<file path="config.mk">
export PLATFORM = sky130hd
export DESIGN_NAME = cursor_controller
export DESIGN_NICKNAME = d
export VERILOG_FILES = /design/src/rtl/battleship_pkg.sv /design/src/rtl/button_conditioner.sv /design/src/rtl/cursor_controller.sv
export SDC_FILE = /design/constraint.sdc
export NUM_CORES = 1
export LEC_CHECK = 0
export BUFFER_PORTS_ARGS = -buffer_cell sky130_fd_sc_hd__buf_2
export CAP_MARGIN = 20
export CORE_ASPECT_RATIO = 1.1
export CORE_UTILIZATION = 63
export CTS_BUF_LIST = sky130_fd_sc_hd__clkbuf_4 sky130_fd_sc_hd__clkbuf_8
export DETAILED_ROUTE_END_ITERATION = 10
export GPL_ROUTABILITY_DRIVEN = 0
export HOLD_SLACK_MARGIN = 0.05
export PLACE_DENSITY = 0.9
export SETUP_SLACK_MARGIN = 0.05
export SLEW_MARGIN = 10
export SYNTH_ARGS = -nofsm -noshare
export SYNTH_HDL_FRONTEND = slang
export SYNTH_SLANG_ARGS = --single-unit
export TNS_END_PERCENT = 20
</file>
<file path="constraint.sdc">
create_clock -name clk -period 2.3 [get_ports clk]
set_input_delay 0.575 -clock clk [delete_from_list [all_inputs] [get_ports clk]]
set_output_delay 0.575 -clock clk [all_outputs]
set_load 0.01 [all_outputs]
</file>
<file path="src/rtl/battleship_pkg.sv">
// ---------------------------------------------------------------------------
// battleship_pkg
// Shared types and constants for the Battleship datapath (cursor controller,
// board store "tablero" and the VGA renderer).
//   BOARD_SIZE   : cells per row/column, legal coordinates 0..BOARD_SIZE-1
//   coord_t      : 3-bit unsigned board coordinate
//   req_type_e   : request kind sent to the board store
//   ctrl_state_e : cursor-controller request FSM states
// ---------------------------------------------------------------------------
package battleship_pkg;

    localparam int BOARD_SIZE = 5;

    typedef logic [2:0] coord_t;

    typedef enum logic {
        PLACE = 1'b0,
        FIRE  = 1'b1
    } req_type_e;

    typedef enum logic [1:0] {
        IDLE     = 2'd0,
        REQ      = 2'd1,
        WAIT_ACK = 2'd2
    } ctrl_state_e;

endpackage

</file>
<file path="src/rtl/button_conditioner.sv">
// ---------------------------------------------------------------------------
// button_conditioner
// Turns one raw, bouncing, asynchronous push-button into a clean single-cycle
// pulse on each accepted press.
//   clk      in  system clock
//   rst      in  asynchronous active-low reset (button treated as released)
//   i_btn    in  raw button level, active-high
//   o_pulse  out 1-cycle pulse per accepted 0->1 transition
// Press-to-pulse latency is DEBOUNCE_CYCLES+3 clocks: 2 synchronizer stages,
// DEBOUNCE_CYCLES differing samples to flip the stable level, 1 edge register.
// ---------------------------------------------------------------------------
module button_conditioner #(
    parameter int DEBOUNCE_CYCLES = 500000
) (
    input  logic clk,
    input  logic rst,
    input  logic i_btn,
    output logic o_pulse
);

    localparam int CW = (DEBOUNCE_CYCLES < 2) ? 1 : $clog2(DEBOUNCE_CYCLES + 1);

    logic          r_sync1;
    logic          r_sync2;
    logic          r_stable;
    logic          r_stable_d;
    logic          r_pulse;
    logic [CW-1:0] r_cnt;

    always_ff @(posedge clk or negedge rst) begin
        if (!rst) begin
            r_sync1    <= 1'b0;
            r_sync2    <= 1'b0;
            r_stable   <= 1'b0;
            r_stable_d <= 1'b0;
            r_pulse    <= 1'b0;
            r_cnt      <= '0;
        end else begin
            r_sync1 <= i_btn;
            r_sync2 <= r_sync1;
            // Count consecutive samples that disagree with the accepted level;
            // any agreeing sample (a bounce back) restarts the count.
            if (r_sync2 == r_stable) begin
                r_cnt <= '0;
            end else if (r_cnt == CW'(DEBOUNCE_CYCLES - 1)) begin
                r_stable <= r_sync2;
                r_cnt    <= '0;
            end else begin
                r_cnt <= r_cnt + CW'(1);
            end
            r_stable_d <= r_stable;
            r_pulse    <= r_stable & ~r_stable_d;
        end
    end

    assign o_pulse = r_pulse;

endmodule

</file>
<file path="src/rtl/cursor_controller.sv">
// ---------------------------------------------------------------------------
// cursor_controller
// Conditions the six player buttons, keeps the board cursor and issues
// place/fire requests to the board store, then latches the board's answer.
//   clk, rst                     clock, asynchronous active-low reset
//   move_up/down/left/right      raw direction buttons
//   player_move                  raw fire button
//   player_place_ship            raw place button
//   place_en, fire_en            game-phase enables from the main FSM
//   i_actual, j_actual           cursor row/column (to vga)
//   req_valid/req_ready          request handshake to the board
//   req_type, req_i, req_j       request kind and cursor snapshot
//   ack_valid, ack_ok            board result strobe and verdict
//   result_valid, result_ok      1-cycle result pulse, held verdict
//   busy                         request in flight (REQ or WAIT_ACK)
// ---------------------------------------------------------------------------
module cursor_controller
    import battleship_pkg::*;
#(
    parameter int BOARD_SIZE      = battleship_pkg::BOARD_SIZE,
    parameter int DEBOUNCE_CYCLES = 500000
) (
    input  logic       clk,
    input  logic       rst,
    input  logic       move_up,
    input  logic       move_down,
    input  logic       move_left,
    input  logic       move_right,
    input  logic       player_move,
    input  logic       player_place_ship,
    input  logic       place_en,
    input  logic       fire_en,
    output logic [2:0] i_actual,
    output logic [2:0] j_actual,
    output logic       req_valid,
    output logic       req_type,
    output logic [2:0] req_i,
    output logic [2:0] req_j,
    input  logic       req_ready,
    input  logic       ack_valid,
    input  logic       ack_ok,
    output logic       result_valid,
    output logic       result_ok,
    output logic       busy
);

    localparam coord_t C_MAX = coord_t'(BOARD_SIZE - 1);

    logic [5:0]  w_raw;
    logic [5:0]  w_pulse;
    logic        w_up, w_down, w_left, w_right, w_fire, w_place;

    ctrl_state_e r_state, w_state_nxt;
    req_type_e   r_req_type, w_type_nxt;
    coord_t      r_i, r_j, w_i_nxt, w_j_nxt;
    coord_t      r_req_i, r_req_j;
    logic        r_result_valid, r_result_ok;

    assign w_raw = {player_place_ship, player_move, move_right, move_left, move_down, move_up};

    for (genvar g = 0; g < 6; g++) begin : g_btn
        button_conditioner #(.DEBOUNCE_CYCLES(DEBOUNCE_CYCLES)) u_btn (
            .clk    (clk),
            .rst    (rst),
            .i_btn  (w_raw[g]),
            .o_pulse(w_pulse[g])
        );
    end

    assign {w_place, w_fire, w_right, w_left, w_down, w_up} = w_pulse;

    // Cursor next value: only in IDLE, one direction per cycle by priority,
    // clamped at the edges (compare before stepping so no overflow is formed).
    always_comb begin
        w_i_nxt = r_i;
        w_j_nxt = r_j;
        if (r_state == IDLE) begin
            if (w_up) begin
                if (r_i != '0) w_i_nxt = r_i - coord_t'(1);
            end else if (w_down) begin
                if (r_i != C_MAX) w_i_nxt = r_i + coord_t'(1);
            end else if (w_left) begin
                if (r_j != '0) w_j_nxt = r_j - coord_t'(1);
            end else if (w_right) begin
                if (r_j != C_MAX) w_j_nxt = r_j + coord_t'(1);
            end
        end
    end

    // FSM: state register
    always_ff @(posedge clk or negedge rst) begin
        if (!rst) r_state <= IDLE;
        else      r_state <= w_state_nxt;
    end

    // FSM: next state
    always_comb begin
        w_state_nxt = r_state;
        w_type_nxt  = r_req_type;
        case (r_state)
            IDLE: begin
                if (w_place && place_en) begin
                    w_state_nxt = REQ;
                    w_type_nxt  = PLACE;
                end else if (w_fire && fire_en) begin
                    w_state_nxt = REQ;
                    w_type_nxt  = FIRE;
                end
            end
            REQ:      if (req_ready) w_state_nxt = WAIT_ACK;
            WAIT_ACK: if (ack_valid) w_state_nxt = IDLE;
            default:  w_state_nxt = IDLE;
        endcase
    end

    // FSM: outputs
    always_comb begin
        req_valid = (r_state == REQ);
        busy      = (r_state != IDLE);
    end

    // Cursor, request snapshot and result registers
    always_ff @(posedge clk or negedge rst) begin
        if (!rst) begin
            r_i            <= '0;
            r_j            <= '0;
            r_req_type     <= PLACE;
            r_req_i        <= '0;
            r_req_j        <= '0;
            r_result_valid <= 1'b0;
            r_result_ok    <= 1'b0;
        end else begin
            r_i <= w_i_nxt;
            r_j <= w_j_nxt;
            // Snapshot uses the post-move cursor so a same-cycle move counts.
            if (r_state == IDLE && w_state_nxt == REQ) begin
                r_req_type <= w_type_nxt;
                r_req_i    <= w_i_nxt;
                r_req_j    <= w_j_nxt;
            end
            r_result_valid <= (r_state == WAIT_ACK) && ack_valid;
            if (r_state == WAIT_ACK && ack_valid) r_result_ok <= ack_ok;
        end
    end

    assign i_actual     = r_i;
    assign j_actual     = r_j;
    assign req_type     = r_req_type;
    assign req_i        = r_req_i;
    assign req_j        = r_req_j;
    assign result_valid = r_result_valid;
    assign result_ok    = r_result_ok;

endmodule

</file>
==> results.md <==
- Status: complete, no violations
- Sequential fraction of design power: 0.558
- Nets: 803
- WS Path Type: register to register
- Max-cap viol count: 0
- # resized after CTS: 0
- Crit-path max FO: 3
- Layout cell share with drive strength beyond 1: 0.134
- Inserted Diodes: 0
- CTS tree: yes
- Gr ovfl total: 0
- Largest net degree at the start of global routing: 43
- CTS H-tree depth: 4
- Clk pwr share: 0.402
- Slew Viols, Final: 0
- P_sw: 0.00117 W
- Setup ws final: 0.236 ns
- Rel. slew slack: 0.705
- Core area: 11600 µm²
- Post-synth ARST share: 1.00
- I/O pin total: 30
- Layout area overhead: 10.8%
- Met1 WL: 6250 µm
- Post-synth cell types: 59
- Setup crit end kind: register
- Post-synth top flop: dfrtp_1
- Pre-CTS setup slack: 0.159 ns
- Crit path DAT: 2.42 ns
- Die Span Y: 117 µm
- Drt wl/cell: 15.9 µm
- Top routing layer in use: met4
- P_int: 0.00406 W
- Cell Rows: 41
- Final setup viols: 0
- Fmax: 0.485 GHz
- Hold crit path type: primary input to register
- Switching fraction of total power: 0.225
- CTS buffer count: 17
- Initial drt markers: 424
- Number of global-route vias before repair: 5675
- Tcrit/Tclk final: 0.897
- Initial Utilization: 0.651
- Top-area cell type share of the netlist area: 0.534
- Port Buffers: 29
- Setup TNS: 0 ns
- GR Util All Layers: 0.265
- Clock Path Buffers: 2
- Vias post-DR: 5676
- Fin util: 0.721
- Lkg Pwr: 3.59 nW
- Leading post-synthesis cells by cell area: dfrtp_1 (53%), xnor2_1 (4.9%), nor2_1 (4.7%)
- Most frequent cells in the layout: dfrtp_1 (161), nor2_1 (95), xnor2_1 (42), nand2_1 (41), xor2_1 (38)
- Root buf cell: clkbuf_8
- Clk slew on worst S/H paths: 0.08 ns
- Initial antenna violation count: 0
- Fillers: 748
- # clock sinks: 161
- Post-route ant nets: 0
- Met3 routed WL: 606 µm
- Vias per cell: 6.04
- DR DRC count: 0
- Syn Inst Count: 731
- Multi-input gate area: 3330 µm²
- Post-synth EDFFs: 0
- Seq. cell area: 4030 µm²
- Global-route wire length before repair: 25800 µm
- Seq cells post-synth: 161
- Startpoint types: register
- YS warnings: 0
- Tmin final: 2.06 ns
- Final wirelength: 15000 µm
- Sequential cell area fraction in the yosys report: 0.534
- Syn nets: 756
- HPWL after detailed placement: 10200 µm
- Mean Syn Cell Area: 10.3 µm²
- Peak supply drop: 373 µV
- Commonest non-fill, non-tap cell in the layout: dfrtp_1
- Die Footprint: 12400 µm²
- Worst slew pin tran: 0.431 ns
- Synth area leader: dfrtp_1
- Die width: 106 µm
- Worst Clk Skew: 0.00958 ns
- Final-report hold violation count: 0
- Metal2 WL: 7750 µm
- Drt first pass iters: 5
- Combinational share of power: 0.041
- RSZ-0062 raised after global routing: no
- Pwr dens: 625 nW/µm²
- Clock latency on the worst-skew pair: 0.46 ns
- Netlist Area Pre-Place: 7550 µm²
- Critical Path RT: 2.65 ns
cell families after synthesis:
group	Yosys count	share of synthesized area
AOI/OAI and AO/OA	93	0.0779
xor gates and xnor gates	80	0.0928
adders and majority gates	12	0.0199
buffers and inverters	47	0.0254
DFF	161	0.534
muxes	11	0.0164
and+or+nand+nor	327	0.234
critical path: stages (launching register included):
cell	delay [ns]
dfrtp_1	0.41
or4b_1	0.52
or4_4	0.56
nor2_1	0.12
mux2_2	0.34
power groups by stage:
stage	registers [W]	logic, W	clock network, W
final	0.00292	0.000213	0.00210
after global routing	0.00292	0.000246	0.00226
after CTS	0.00292	0.000214	0.00214
after detailed placement	0.00297	0.000211	0
after global placement	0.00296	0.000199	0
after floorplan	0.00296	0.0000965	0
final timing paths:
| path | from | end | slack (ns) | cells after the start |
|---|---|---|---|---|
| setup / recovery | g_btn[0].u_btn.r_cnt[10]$_DFF_PN0_ | g_btn[0].u_btn.r_stable$_DFFE_PN0P_ | 0.24 | 4 |
| hold / removal | move_right | g_btn[3].u_btn.r_sync1$_DFF_PN0_ | 0.21 | 1 |
| setup reg to reg | g_btn[0].u_btn.r_cnt[10]$_DFF_PN0_ | g_btn[0].u_btn.r_stable$_DFFE_PN0P_ | 0.24 | 4 |
| hold reg to reg | g_btn[1].u_btn.r_sync1$_DFF_PN0_ | g_btn[1].u_btn.r_sync2$_DFF_PN0_ | 0.35 | 0 |
| max in group asynchronous | rst | g_btn[4].u_btn.r_cnt[14]$_DFF_PN0_ | 1.09 | 3 |
| min in group asynchronous | rst | g_btn[2].u_btn.r_stable_d$_DFF_PN0_ | 0.58 | 2 |
synth_stat cells, types with 16 or more instances:
cell	number
nand4_1	33
nand3_1	28
a21oi_1	36
dfrtp_1	161
xnor2_1	42
o21ai_0	21
or3_1	24
nand2_1	41
xor2_1	38
nor2_1	95
nor4_1	16
inv_1	28
timing repair:
item | 4_1_cts | 5_1_grt
buffers inserted | 0 | 1
hold buffers | 1 | 0
hold endpoints to repair | 36 | 0
endpoints found under the setup margin | 0 | 11
area by class of cell:
cell class	count	share of cell area
multi-input combinational	523	0.398
clock inverter	11	0.0166
inverter	28	0.0126
timing repair buffer	47	0.0375
tap	150	0.0224
sequential	161	0.482
clock buffer	20	0.0314
per-layer routing:
layer,vias to the layer above,global-route usage
li1,2674,-
met1,2807,0.319
met2,162,0.456
met3,33,0.0598
met4,0,0.130
met5,-,0
metrics by stage:
step                      power (W)  cell area (µm²)  hold slack (ns)  cells
final                       0.00523             8360            0.213    940
after global routing        0.00542             8360            0.190    940
after CTS                   0.00526             8340            0.194    939
after floorplan             0.00306             7550            0.279    731
after detailed placement    0.00318             7930            0.335    907
after global placement      0.00316             7930            0.332    907
sequential cells by signal (all words and copies together), names as in the netlist:
signal	flops
g_btn.u_btn.o_pulse	6
g_btn.u_btn.r_cnt	114
req_type	1
result_ok	1
req_i	3
g_btn.u_btn.r_stable_d	6
g_btn.u_btn.r_stable	6
g_btn.u_btn.r_sync1	6
r_state	2
req_j	3
g_btn.u_btn.r_sync2	6
i_actual	3
j_actual	3
result_valid	1
Note: power is estimated with default switching activity, not from simulation.
